`src/rtl/mem_stage_pkg.sv`:
```
// Shared types and helpers for the memory stage: memory op codes, FSM states
// and op classification.
package mem_stage_pkg;

  localparam int WORD_W = 32;

  typedef enum logic [2:0] {
    NONE = 3'd0,
    LW   = 3'd1,
    LBU  = 3'd2,
    SW   = 3'd3,
    SB   = 3'd4
  } mem_op_e;

  typedef enum logic [1:0] {
    IDLE      = 2'd0,
    ISSUE     = 2'd1,
    WAIT_RESP = 2'd2
  } mem_state_e;

  function automatic logic is_mem_op(mem_op_e op);
    return op inside {LW, LBU, SW, SB};
  endfunction

  function automatic logic is_store_op(mem_op_e op);
    return op inside {SW, SB};
  endfunction

endpackage

```
`src/rtl/mem_stage_if.sv`:
```
// Data-memory bus between the memory stage (master) and the memory (slave).
// Request: a transfer happens on a cycle with dmem_req_valid_o & dmem_req_ready_i;
// the master holds valid and all request fields stable until that cycle, and
// ready may depend on valid. Response: dmem_resp_valid_i is a one-cycle pulse
// with no back-pressure.
interface mem_stage_if;
  import mem_stage_pkg::*;

  logic              dmem_req_valid_o;
  logic              dmem_req_ready_i;
  logic [WORD_W-1:0] dmem_addr_o;
  logic              dmem_we_o;
  logic [3:0]        dmem_mask_o;
  logic [WORD_W-1:0] dmem_wdata_o;
  logic              dmem_resp_valid_i;
  logic [WORD_W-1:0] dmem_resp_data_i;

  modport master (
    output dmem_req_valid_o, dmem_addr_o, dmem_we_o, dmem_mask_o, dmem_wdata_o,
    input  dmem_req_ready_i, dmem_resp_valid_i, dmem_resp_data_i
  );

  modport slave (
    input  dmem_req_valid_o, dmem_addr_o, dmem_we_o, dmem_mask_o, dmem_wdata_o,
    output dmem_req_ready_i, dmem_resp_valid_i, dmem_resp_data_i
  );

endinterface

```
`src/rtl/mem_stage_byte_lane.sv`:
```
// Byte-lane steering: store byte-enables and data replication, and load
// byte extraction (little-endian, lane 0 = bits 7:0).
module mem_byte_lane
  import mem_stage_pkg::*;
(
  input  mem_op_e           op,
  input  logic [1:0]        addr,
  input  logic [WORD_W-1:0] store_data,
  input  logic [WORD_W-1:0] resp_data,
  output logic [3:0]        mask,
  output logic [WORD_W-1:0] wdata,
  output logic [WORD_W-1:0] load_data
);

  always_comb begin
    mask      = 4'h0;
    wdata     = store_data;
    load_data = resp_data;
    case (op)
      LW, SW: mask = 4'hF;
      LBU: begin
        mask      = 4'b0001 << addr;
        load_data = {24'h0, resp_data[{addr, 3'b000} +: 8]};
      end
      SB: begin
        mask  = 4'b0001 << addr;
        wdata = {4{store_data[7:0]}};
      end
      default: ;
    endcase
  end

endmodule

```
`src/rtl/mem_stage.sv`:
```
// Memory stage: passes ALU results through, or issues one data-memory request
// per load/store and stalls upstream until it completes.
module mem_stage
  import mem_stage_pkg::*;
#(
  parameter int DATA_WIDTH     = 32,
  parameter int REG_ADDR_WIDTH = 5
) (
  input  logic                      clk,
  input  logic                      n_reset,
  input  logic                      valid_i,
  output logic                      ready_o,
  input  logic [DATA_WIDTH-1:0]     result_i,
  input  logic [DATA_WIDTH-1:0]     store_data_i,
  input  logic [2:0]                mem_op_i,
  input  logic                      wb_en_i,
  input  logic [REG_ADDR_WIDTH-1:0] wb_addr_i,
  mem_stage_if.master               dmem,
  output logic                      wb_valid_o,
  output logic                      wb_en_o,
  output logic [REG_ADDR_WIDTH-1:0] wb_addr_o,
  output logic [DATA_WIDTH-1:0]     wb_data_o,
  output mem_state_e                dbg_state
);

  mem_state_e                state_q, state_d;
  mem_op_e                   op_in, op_q;
  logic [DATA_WIDTH-1:0]     addr_q, sdata_q;
  logic                      wb_en_q;
  logic [REG_ADDR_WIDTH-1:0] wb_addr_q;
  logic                      accept, req_fire, store_done, load_done;
  logic [3:0]                lane_mask;
  logic [DATA_WIDTH-1:0]     lane_wdata, lane_load;

  assign op_in      = mem_op_e'(mem_op_i);
  assign dbg_state  = state_q;
  assign accept     = valid_i & ready_o;
  assign req_fire   = dmem.dmem_req_valid_o & dmem.dmem_req_ready_i;
  assign store_done = req_fire & is_store_op(op_q);
  // A load may finish in ISSUE when the response arrives alongside the grant.
  assign load_done  = ((state_q == ISSUE) & req_fire & ~is_store_op(op_q) & dmem.dmem_resp_valid_i)
                    | ((state_q == WAIT_RESP) & dmem.dmem_resp_valid_i);

  always_ff @(posedge clk) begin
    if (!n_reset) state_q <= IDLE;
    else          state_q <= state_d;
  end

  always_comb begin
    state_d = state_q;
    case (state_q)
      IDLE:      if (accept && is_mem_op(op_in)) state_d = ISSUE;
      ISSUE:     if (req_fire) state_d = (is_store_op(op_q) || dmem.dmem_resp_valid_i) ? IDLE : WAIT_RESP;
      WAIT_RESP: if (dmem.dmem_resp_valid_i) state_d = IDLE;
      default:   state_d = IDLE;
    endcase
  end

  always_comb begin
    ready_o               = 1'b0;
    dmem.dmem_req_valid_o = 1'b0;
    case (state_q)
      IDLE:    ready_o = 1'b1;
      ISSUE:   dmem.dmem_req_valid_o = 1'b1;
      default: ;
    endcase
  end

  // Request fields come straight from the latched instruction, so they stay
  // stable for as long as the request waits for ready.
  mem_byte_lane u_byte_lane (
    .op         (op_q),
    .addr       (addr_q[1:0]),
    .store_data (sdata_q),
    .resp_data  (dmem.dmem_resp_data_i),
    .mask       (lane_mask),
    .wdata      (lane_wdata),
    .load_data  (lane_load)
  );

  assign dmem.dmem_addr_o  = {addr_q[DATA_WIDTH-1:2], 2'b00};
  assign dmem.dmem_mask_o  = lane_mask;
  assign dmem.dmem_wdata_o = lane_wdata;
  assign dmem.dmem_we_o    = is_store_op(op_q);

  always_ff @(posedge clk) begin
    if (!n_reset) begin
      op_q       <= NONE;
      addr_q     <= '0;
      sdata_q    <= '0;
      wb_en_q    <= 1'b0;
      wb_addr_q  <= '0;
      wb_valid_o <= 1'b0;
      wb_en_o    <= 1'b0;
      wb_addr_o  <= '0;
      wb_data_o  <= '0;
    end else begin
      wb_valid_o <= 1'b0;
      wb_en_o    <= 1'b0;
      if (accept) begin
        if (is_mem_op(op_in)) begin
          op_q      <= op_in;
          addr_q    <= result_i;
          sdata_q   <= store_data_i;
          wb_en_q   <= wb_en_i;
          wb_addr_q <= wb_addr_i;
        end else begin
          wb_valid_o <= 1'b1;
          wb_en_o    <= wb_en_i;
          wb_addr_o  <= wb_addr_i;
          wb_data_o  <= result_i;
        end
      end
      if (store_done) begin
        wb_valid_o <= 1'b1;
        wb_addr_o  <= wb_addr_q;
      end
      if (load_done) begin
        wb_valid_o <= 1'b1;
        wb_en_o    <= wb_en_q;
        wb_addr_o  <= wb_addr_q;
        wb_data_o  <= lane_load;
      end
    end
  end

endmodule

```
`src/flat_wrapper.sv`:
```
// flat-port wrapper written by rule: the top's interface ports become plain ports
module mem_stage_flat import mem_stage_pkg::*;
#(
  parameter int DATA_WIDTH     = 32,
  parameter int REG_ADDR_WIDTH = 5
)
  (clk, n_reset, valid_i, ready_o, result_i, store_data_i, mem_op_i, wb_en_i, wb_addr_i, wb_valid_o, wb_en_o, wb_addr_o, wb_data_o, dbg_state, dmem_dmem_req_valid_o, dmem_dmem_addr_o, dmem_dmem_we_o, dmem_dmem_mask_o, dmem_dmem_wdata_o, dmem_dmem_req_ready_i, dmem_dmem_resp_valid_i, dmem_dmem_resp_data_i);
  mem_stage_if dmem_i ();
  input  logic clk;
  input  logic n_reset;
  input  logic valid_i;
  output logic ready_o;
  input  logic [DATA_WIDTH-1:0] result_i;
  input  logic [DATA_WIDTH-1:0] store_data_i;
  input  logic [2:0] mem_op_i;
  input  logic wb_en_i;
  input  logic [REG_ADDR_WIDTH-1:0] wb_addr_i;
  output logic wb_valid_o;
  output logic wb_en_o;
  output logic [REG_ADDR_WIDTH-1:0] wb_addr_o;
  output logic [DATA_WIDTH-1:0] wb_data_o;
  output mem_state_e dbg_state;
  output wire logic [$bits(dmem_i.dmem_req_valid_o)-1:0] dmem_dmem_req_valid_o;
  output wire logic [$bits(dmem_i.dmem_addr_o)-1:0] dmem_dmem_addr_o;
  output wire logic [$bits(dmem_i.dmem_we_o)-1:0] dmem_dmem_we_o;
  output wire logic [$bits(dmem_i.dmem_mask_o)-1:0] dmem_dmem_mask_o;
  output wire logic [$bits(dmem_i.dmem_wdata_o)-1:0] dmem_dmem_wdata_o;
  input wire logic [$bits(dmem_i.dmem_req_ready_i)-1:0] dmem_dmem_req_ready_i;
  input wire logic [$bits(dmem_i.dmem_resp_valid_i)-1:0] dmem_dmem_resp_valid_i;
  input wire logic [$bits(dmem_i.dmem_resp_data_i)-1:0] dmem_dmem_resp_data_i;
  assign dmem_dmem_req_valid_o = dmem_i.dmem_req_valid_o;
  assign dmem_dmem_addr_o = dmem_i.dmem_addr_o;
  assign dmem_dmem_we_o = dmem_i.dmem_we_o;
  assign dmem_dmem_mask_o = dmem_i.dmem_mask_o;
  assign dmem_dmem_wdata_o = dmem_i.dmem_wdata_o;
  assign dmem_i.dmem_req_ready_i = dmem_dmem_req_ready_i;
  assign dmem_i.dmem_resp_valid_i = dmem_dmem_resp_valid_i;
  assign dmem_i.dmem_resp_data_i = dmem_dmem_resp_data_i;
  mem_stage #(.DATA_WIDTH(DATA_WIDTH), .REG_ADDR_WIDTH(REG_ADDR_WIDTH)) u_core (.clk(clk), .n_reset(n_reset), .valid_i(valid_i), .ready_o(ready_o), .result_i(result_i), .store_data_i(store_data_i), .mem_op_i(mem_op_i), .wb_en_i(wb_en_i), .wb_addr_i(wb_addr_i), .dmem(dmem_i), .wb_valid_o(wb_valid_o), .wb_en_o(wb_en_o), .wb_addr_o(wb_addr_o), .wb_data_o(wb_data_o), .dbg_state(dbg_state));
endmodule
```
`config.mk`:
```
export PLATFORM = sky130hd
export DESIGN_NAME = mem_stage_flat
export DESIGN_NICKNAME = d
export VERILOG_FILES = /design/src/rtl/mem_stage_pkg.sv /design/src/rtl/mem_stage_if.sv /design/src/rtl/mem_stage_byte_lane.sv /design/src/rtl/mem_stage.sv /design/src/flat_wrapper.sv
export SDC_FILE = /design/constraint.sdc
export NUM_CORES = 1
export LEC_CHECK = 0
export BUFFER_PORTS_ARGS = -buffer_cell sky130_fd_sc_hd__clkbuf_2
export CORE_ASPECT_RATIO = 1.5
export CORE_MARGIN = 1.5
export CORE_UTILIZATION = 24
export CTS_CLUSTER_DIAMETER = 40
export CTS_CLUSTER_SIZE = 30
export DETAILED_ROUTE_END_ITERATION = 10
export GPL_TIMING_DRIVEN = 0
export PLACE_DENSITY_LB_ADDON = 0.12
export SETUP_SLACK_MARGIN = 0.3
export SLEW_MARGIN = 15
export SYNTH_ARGS = -nofsm -noshare
export SYNTH_HDL_FRONTEND = slang
export SYNTH_SLANG_ARGS = --single-unit
```
`constraint.sdc`:
```
create_clock -name clk -period 2.1 [get_ports clk]
set_clock_uncertainty 0.15 [all_clocks]
set_input_delay 0.105 -clock clk [delete_from_list [all_inputs] [get_ports clk]]
set_output_delay 0.105 -clock clk [all_outputs]
set_load 0.02 [all_outputs]
```
==> metrics.md, run 1 <==
| Metric | Value |
|---|---|
| Status | complete, no violations |
| Leak | 4.355 nW |
| Overall Global Routing Usage | 0.2060 |
| Startpoint types | flop |
| # IOs | between 200 and 250 |
| Top_reg_cell synth | dfxtp_1 |
| Fin area | 0.009966 mm2 |
| Pre-CTS setup slack | -0.09456 ns |
| Max VDD drop | roughly 540 uV |
| Die height | 189.9 um |
| Synth cell types | 48 |
| First DRT Iteration DRCs | about 210 |
| CTS tree | built |
| Routability cong. | 0.8222 |
| Final TNS setup | 0 ns |
| Post-synthesis sequential area ratio | 0.4085 |
| WL per Instance | approximately 18 um |
| Worst-path clk slew | 0.06 ns |
| Number of synthesized flops with an enable pin | 0 |
| Initial antenna violation count | 0 |
| Area growth syn-to-layout | 78.39% |
| Most frequent cells in the layout | nand2_1 (194), clkbuf_2 (188), dfxtp_1 (109), dlygate4sd3_1 (107), a21oi_1 (76) |
| DP Area | 0.007058 mm2 |
| RSZ-0062 raised after global routing | true |
| Number of setup violations in the final report | 0 |
| Mapped cell area | 0.005587 mm2 |
| Clk buf depth | 2 |
| Number of synthesized register bits | 114 |
| Hold path cells | 3 |
| First-pass GRT wire length | 37.74 mm |
| Worst setup margin | 0.09066 ns |
| Share of cells above drive strength 1 | 0.4263 |
| Die ar. | 0.02422 mm2 |
| # diodes | 0 |
| PortBufs | 218 |
| Routed vias | ~6500 |
| Final net count | 1190 |
| Final hold vios | 0 |
| Post-route ant nets | 0 |
| Overflow after GRT | 0 |
| Vias in the first global route | 6699 |
| H-tree level count | 4 |
| Clk sinks | around 110 |
| Setup crit end kind | flop |
| R2R depth | 6 |
| Fin crit period | 2.009 ns |
| Worst slew margin | 0.5179 |
| Fmax | between 0.4 and 0.5 GHz |
| Largest net degree at the start of global routing | 17 |
| Clock Root Buffer | clkbuf_16 |
| Drt pass-1 iters | 5 |
| Row count | 68 |
| Power density over the cells | ~700 mW/mm2 |
| Max-cap viol count | 0 |
| Crit Path Class | flop to flop |
| CP Max Fanout | 5 |
| Fin util | 0.4338 |
| HPWL Detailed | about 18 mm |
| Die X | 127.6 um |
| Async set-reset flop share out of synthesis | 0 |
| Syn. warnings | 0 |
| Gate Count Post-Synth | roughly 700 |
| Vias per inst | 4.713 |
| CTS buffer count | 17 |
| Hold Path Class | input pin to flop |
| Core area | 0.02297 mm2 |
| Worst slew pin tran | 0.7232 ns |
| # DRC | 0 |
| CP Data Required Time | 2.26 ns |
| Mean post-synth cell area | 7.958 um2 |
| Max-slew violation count | 0 |
| Commonest non-fill, non-tap cell in the layout | nand2_1 |
| Initial core utilization | 0.2432 |
| Worst-Skew Late Latency | 0.42 ns |
| CP Data Arrival Time | 2.17 ns |
| Part of the cycle the worst path needs | 0.9568 |
| Routed WL | 25.18 mm |
[path summary, 6_finish.rpt]
kind / startpoint / endpoint / slack, ns
max: u_core.dbg_state[1] / u_core.wb_data_o[4] / 0.09
min: dmem_dmem_resp_valid_i / u_core.wb_en_o / 0.02
min reg2reg: u_core.sdata_q[9] / u_core.sdata_q[9] / 0.31
max reg2reg: u_core.dbg_state[1] / u_core.wb_data_o[4] / 0.09
[worst max-delay path, cell delays in order, from the launching register on]
cell	delay, ns
dfxtp_4	0.36
buf_8	0.12
or3b_4	0.40
a21oi_4	0.19
buf_6	0.17
mux2_4	0.30
o211a_1	0.21
[synth_stat cells, types with 4 or more instances]
library cell | count | share of area
nand2_1 | 231 | 0.16
dfxtp_1 | 114 | 0.41
a21oi_1 | 76 | 0.068
buf_4 | 45 | 0.060
nand4_1 | 32 | 0.036
a31oi_1 | 29 | 0.032
clkbuf_1 | 26 | 0.017
buf_2 | 25 | 0.022
o211ai_1 | 15 | 0.020
mux2_2 | 14 | 0.028
a32oi_1 | 9 | 0.014
o211ai_2 | 9 | 0.020
a22oi_1 | 8 | 0.011
o211a_1 | 8 | 0.014
nor2_1 | 5 | 0.0034
inv_1 | 4 | 0.0027
[what timing repair did]
item                                   CTS  global route
resized for setup                      175            86
endpoints found under the hold margin  112             0
hold buffers                           107             0
buffers inserted                        27             1
pin swaps                               23            18
setup endpoints to repair              139           141
cloned                                   4             1
[cell families after synthesis]
group,share of synthesized area
buffers and inverters,0.1158
AOI/OAI and AO/OA,0.2146
muxes,0.03561
and+or+nand+nor,0.2249
other,0.0006712
DFF,0.4085
[area by class of cell]
cell class,count,area (um2)
clock buffers,18,439.2
clock inverters,14,155.1
flip-flops and latches,114,2291
repair buffers,358,2764
fillers,2307,13010
inverters,4,15.01
plain buffers,103,840.8
well taps,280,350.3
multi-input cells,482,3110
[state kept, by name (all words and copies together) (netlist names)]
name and cells:
u_core.wb_valid_o 1, u_core.wb_en_q 1, u_core.wb_addr_o 5, u_core.wb_data_o 32
u_core.sdata_q 32, u_core.addr_q 32, u_core.op_q 3, u_core.dbg_state 2
u_core.wb_addr_q 5, u_core.wb_en_o 1
[stage by stage]
step	instances	hold WS, ns	total power [W]
after floorplan	703	0.09096	0.003130
after global placement	1201	0.1859	0.003606
after detailed placement	1201	0.1844	0.003607
after CTS	1371	0.005555	0.006984
after global routing	1373	0.03634	0.007260
final	1373	0.02014	0.006991
[power by group]
group          switching [W]  leakage [nW]  total [W]  internal, W
Combinational       0.000846          3.13    0.00162     0.000778
Clock                0.00118         0.293    0.00298      0.00180
Sequential         0.0000912         0.934    0.00239      0.00230
Total                0.00212          4.36    0.00699      0.00487
[per-layer routing]
layer | routed length, um | global-route usage | vias to the layer above
met5 | 0 | 0 | -
met4 | 663 | 0.08081 | 0
li1 | - | - | 3173
met2 | 13350 | 0.3790 | 182
met3 | 1002 | 0.03684 | 43
met1 | 10160 | 0.2333 | 3073
(Power assumes the default switching activity.)
==> inputs of run 2 (changes only) <==
--- a/config.mk
+++ b/config.mk
@@ -13,7 +13,7 @@
 export CTS_CLUSTER_SIZE = 30
 export DETAILED_ROUTE_END_ITERATION = 10
 export GPL_TIMING_DRIVEN = 0
-export PLACE_DENSITY_LB_ADDON = 0.12
+export PLACE_DENSITY = 0.48
 export SETUP_SLACK_MARGIN = 0.3
 export SLEW_MARGIN = 15
 export SYNTH_ARGS = -nofsm -noshare
==> run 2 against run 1 <==
Net effect:
- utilization rose by 0.62 points
- cell area rose by 1.4%
- hold slack improved by 0.035 ns
- critical path type unchanged
- sequential power barely moved
- largest power group unchanged
==> metrics.md, run 2 (same netlist as run 1, synthesis figures left out) <==
| Metric | Value |
|---|---|
| Max VDD drop | 520.4 uV |
| Fin crit period | 2.002 ns |
| Die height | approximately 190 um |
| Startpoint types | flop |
| Share of cells above drive strength 1 | 0.4313 |
| Placed cell count | 1201 |
| H-tree level count | 4 |
| Row count | 68 |
| Worst slew margin | 0.5283 |
| Die ar. | between 0.02 and 0.025 mm2 |
| Area of the multi-input gates | 0.003065 mm2 |
| Crit Path Class | flop to flop |
| Pre-CTS setup slack | -0.07150 ns |
| Overflow after GRT | 0 |
| Max-slew violation count | 0 |
| Clock Root Buffer | clkbuf_16 |
| Drt pass-1 iters | 5 |
| Worst-Skew Late Latency | 0.41 ns |
| Leak | approximately 4.5 nW |
| Clk sinks | 114 |
| Power density over the cells | 723.1 mW/mm2 |
| Part of the cycle the worst path needs | 0.9532 |
| Die X | roughly 130 um |
| First-pass GRT wire length | 37.12 mm |
| Fill cells | between 2000 and 2500 |
| Status | complete, no violations |
| HPWL Detailed | 17.65 mm |
| Initial antenna violation count | 0 |
| Max-cap viol count | 0 |
| Worst slew pin tran | 0.7076 ns |
| Commonest non-fill, non-tap cell in the layout | nand2_1 |
| # IOs | 222 |
| Clk buf depth | 2 |
| Reg area | 0.002297 mm2 |
| Finished Layout Cells | 1386 |
| Final hold vios | 0 |
| Overall Global Routing Usage | 0.2017 |
| Core area | 0.02297 mm2 |
| Post-route ant nets | 0 |
| Final net count | 1203 |
| Worst setup margin | 0.09825 ns |
| WL per Instance | 18.13 um |
| Routed vias | 6546 |
| Fmax | 0.4996 GHz |
| Worst-path clk slew | approximately 0.060 ns |
| PortBufs | about 220 |
| Vias in the first global route | 6609 |
| CTS buffer count | 17 |
| First DRT Iteration DRCs | 344 |
| CP Data Required Time | about 2.3 ns |
| Biggest regs | u_core.addr_q: 32 flops, u_core.sdata_q: 32 flops, u_core.wb_data_o: 32 flops |
| Fin area | 0.01011 mm2 |
| CTS tree | built |
| DP Area | just over 0.007 mm2 |
| Initial core utilization | 0.2432 |
| Hold Path Class | input pin to flop |
| Setup crit end kind | flop |
| Routed WL | 25.12 mm |
| Number of setup violations in the final report | 0 |
| Most frequent cells in the layout | nand2_1 (196), clkbuf_2 (190), dfxtp_1 (108), dlygate4sd3_1 (107), buf_4 (78) |
| # diodes | 0 |
| RSZ-0062 raised after global routing | true |
| Routability cong. | 0.8614 |
| Area growth syn-to-layout | 80.94% |
| CP Data Arrival Time | between 2 and 2.5 ns |
| Vias per inst | around 4.7 |
| CP Max Fanout | 10 |
| # DRC | 0 |
| Largest net degree at the start of global routing | 17 |
-- run 2: repair_timing --
action	CTS	global route
endpoints found under the hold margin	112	0
hold buffers	107	0
pin swaps	17	42
setup buffers	20	19
gates cloned	5	2
setup endpoints to repair	139	117
gates resized for setup	161	71
-- run 2: metal layers --
metal | GRT usage | vias up | routed length (um)
li1 | - | 3195 | -
met3 | 0.03768 | 49 | 1064
met1 | 0.2242 | 3083 | 9841
met5 | 0 | - | 0
met4 | 0.08470 | 0 | 683
met2 | 0.3723 | 219 | 13530
-- run 2: final timing paths --
kind	start	to	slack [ns]	depth (start not counted)
max reg2reg	u_core.op_q[1]	u_core.wb_data_o[10]	0.1	8
min reg2reg	u_core.addr_q[8]	u_core.addr_q[8]	0.30	2
min	dmem_dmem_resp_data_i[6]	u_core.wb_data_o[6]	0.06	4
max	u_core.op_q[1]	u_core.wb_data_o[10]	0.1	8
-- run 2: final cells by class --
class	instances	area share
Multi-Input combinational cell	482	0.3033
Timing Repair Buffer	371	0.2851
Sequential cell	114	0.2273
Buffer	103	0.08281
Clock buffer	17	0.04208
Tap cell	280	0.03466
Clock inverter	15	0.02302
Inverter	4	0.001857
-- run 2: critical path, cell delays in order, from the launching register on --
cell     delay [ns]
dfxtp_4        0.36
buf_8          0.14
and3b_4        0.21
o41ai_4        0.33
buf_6          0.18
buf_6          0.12
buf_6          0.11
nand4_1        0.14
a31oi_1        0.20
-- run 2: power by group --
part           switching [W]  internal, W  leakage (nW)
logic               0.000854     0.000800          3.30
registers          0.0000887      0.00230         0.935
clock network        0.00115      0.00212         0.306
total                0.00209      0.00522          4.54
-- run 2: stage by stage --
stage | total power [W] | utilization | TNS, ns | hold slack [ns]
6_report | 0.007309 | 0.4400 | 0 | 0.05519
5_1_grt | 0.007586 | 0.4400 | 0 | 0.06679
4_1_cts | 0.007262 | 0.4225 | 0 | 0.01201
3_5_place_dp | 0.003603 | 0.3072 | -0.5125 | 0.1882
3_3_place_gp | 0.003600 | 0.3072 | -0.6391 | 0.1839
2_1_floorplan | 0.003130 | - | 0 | 0.09096
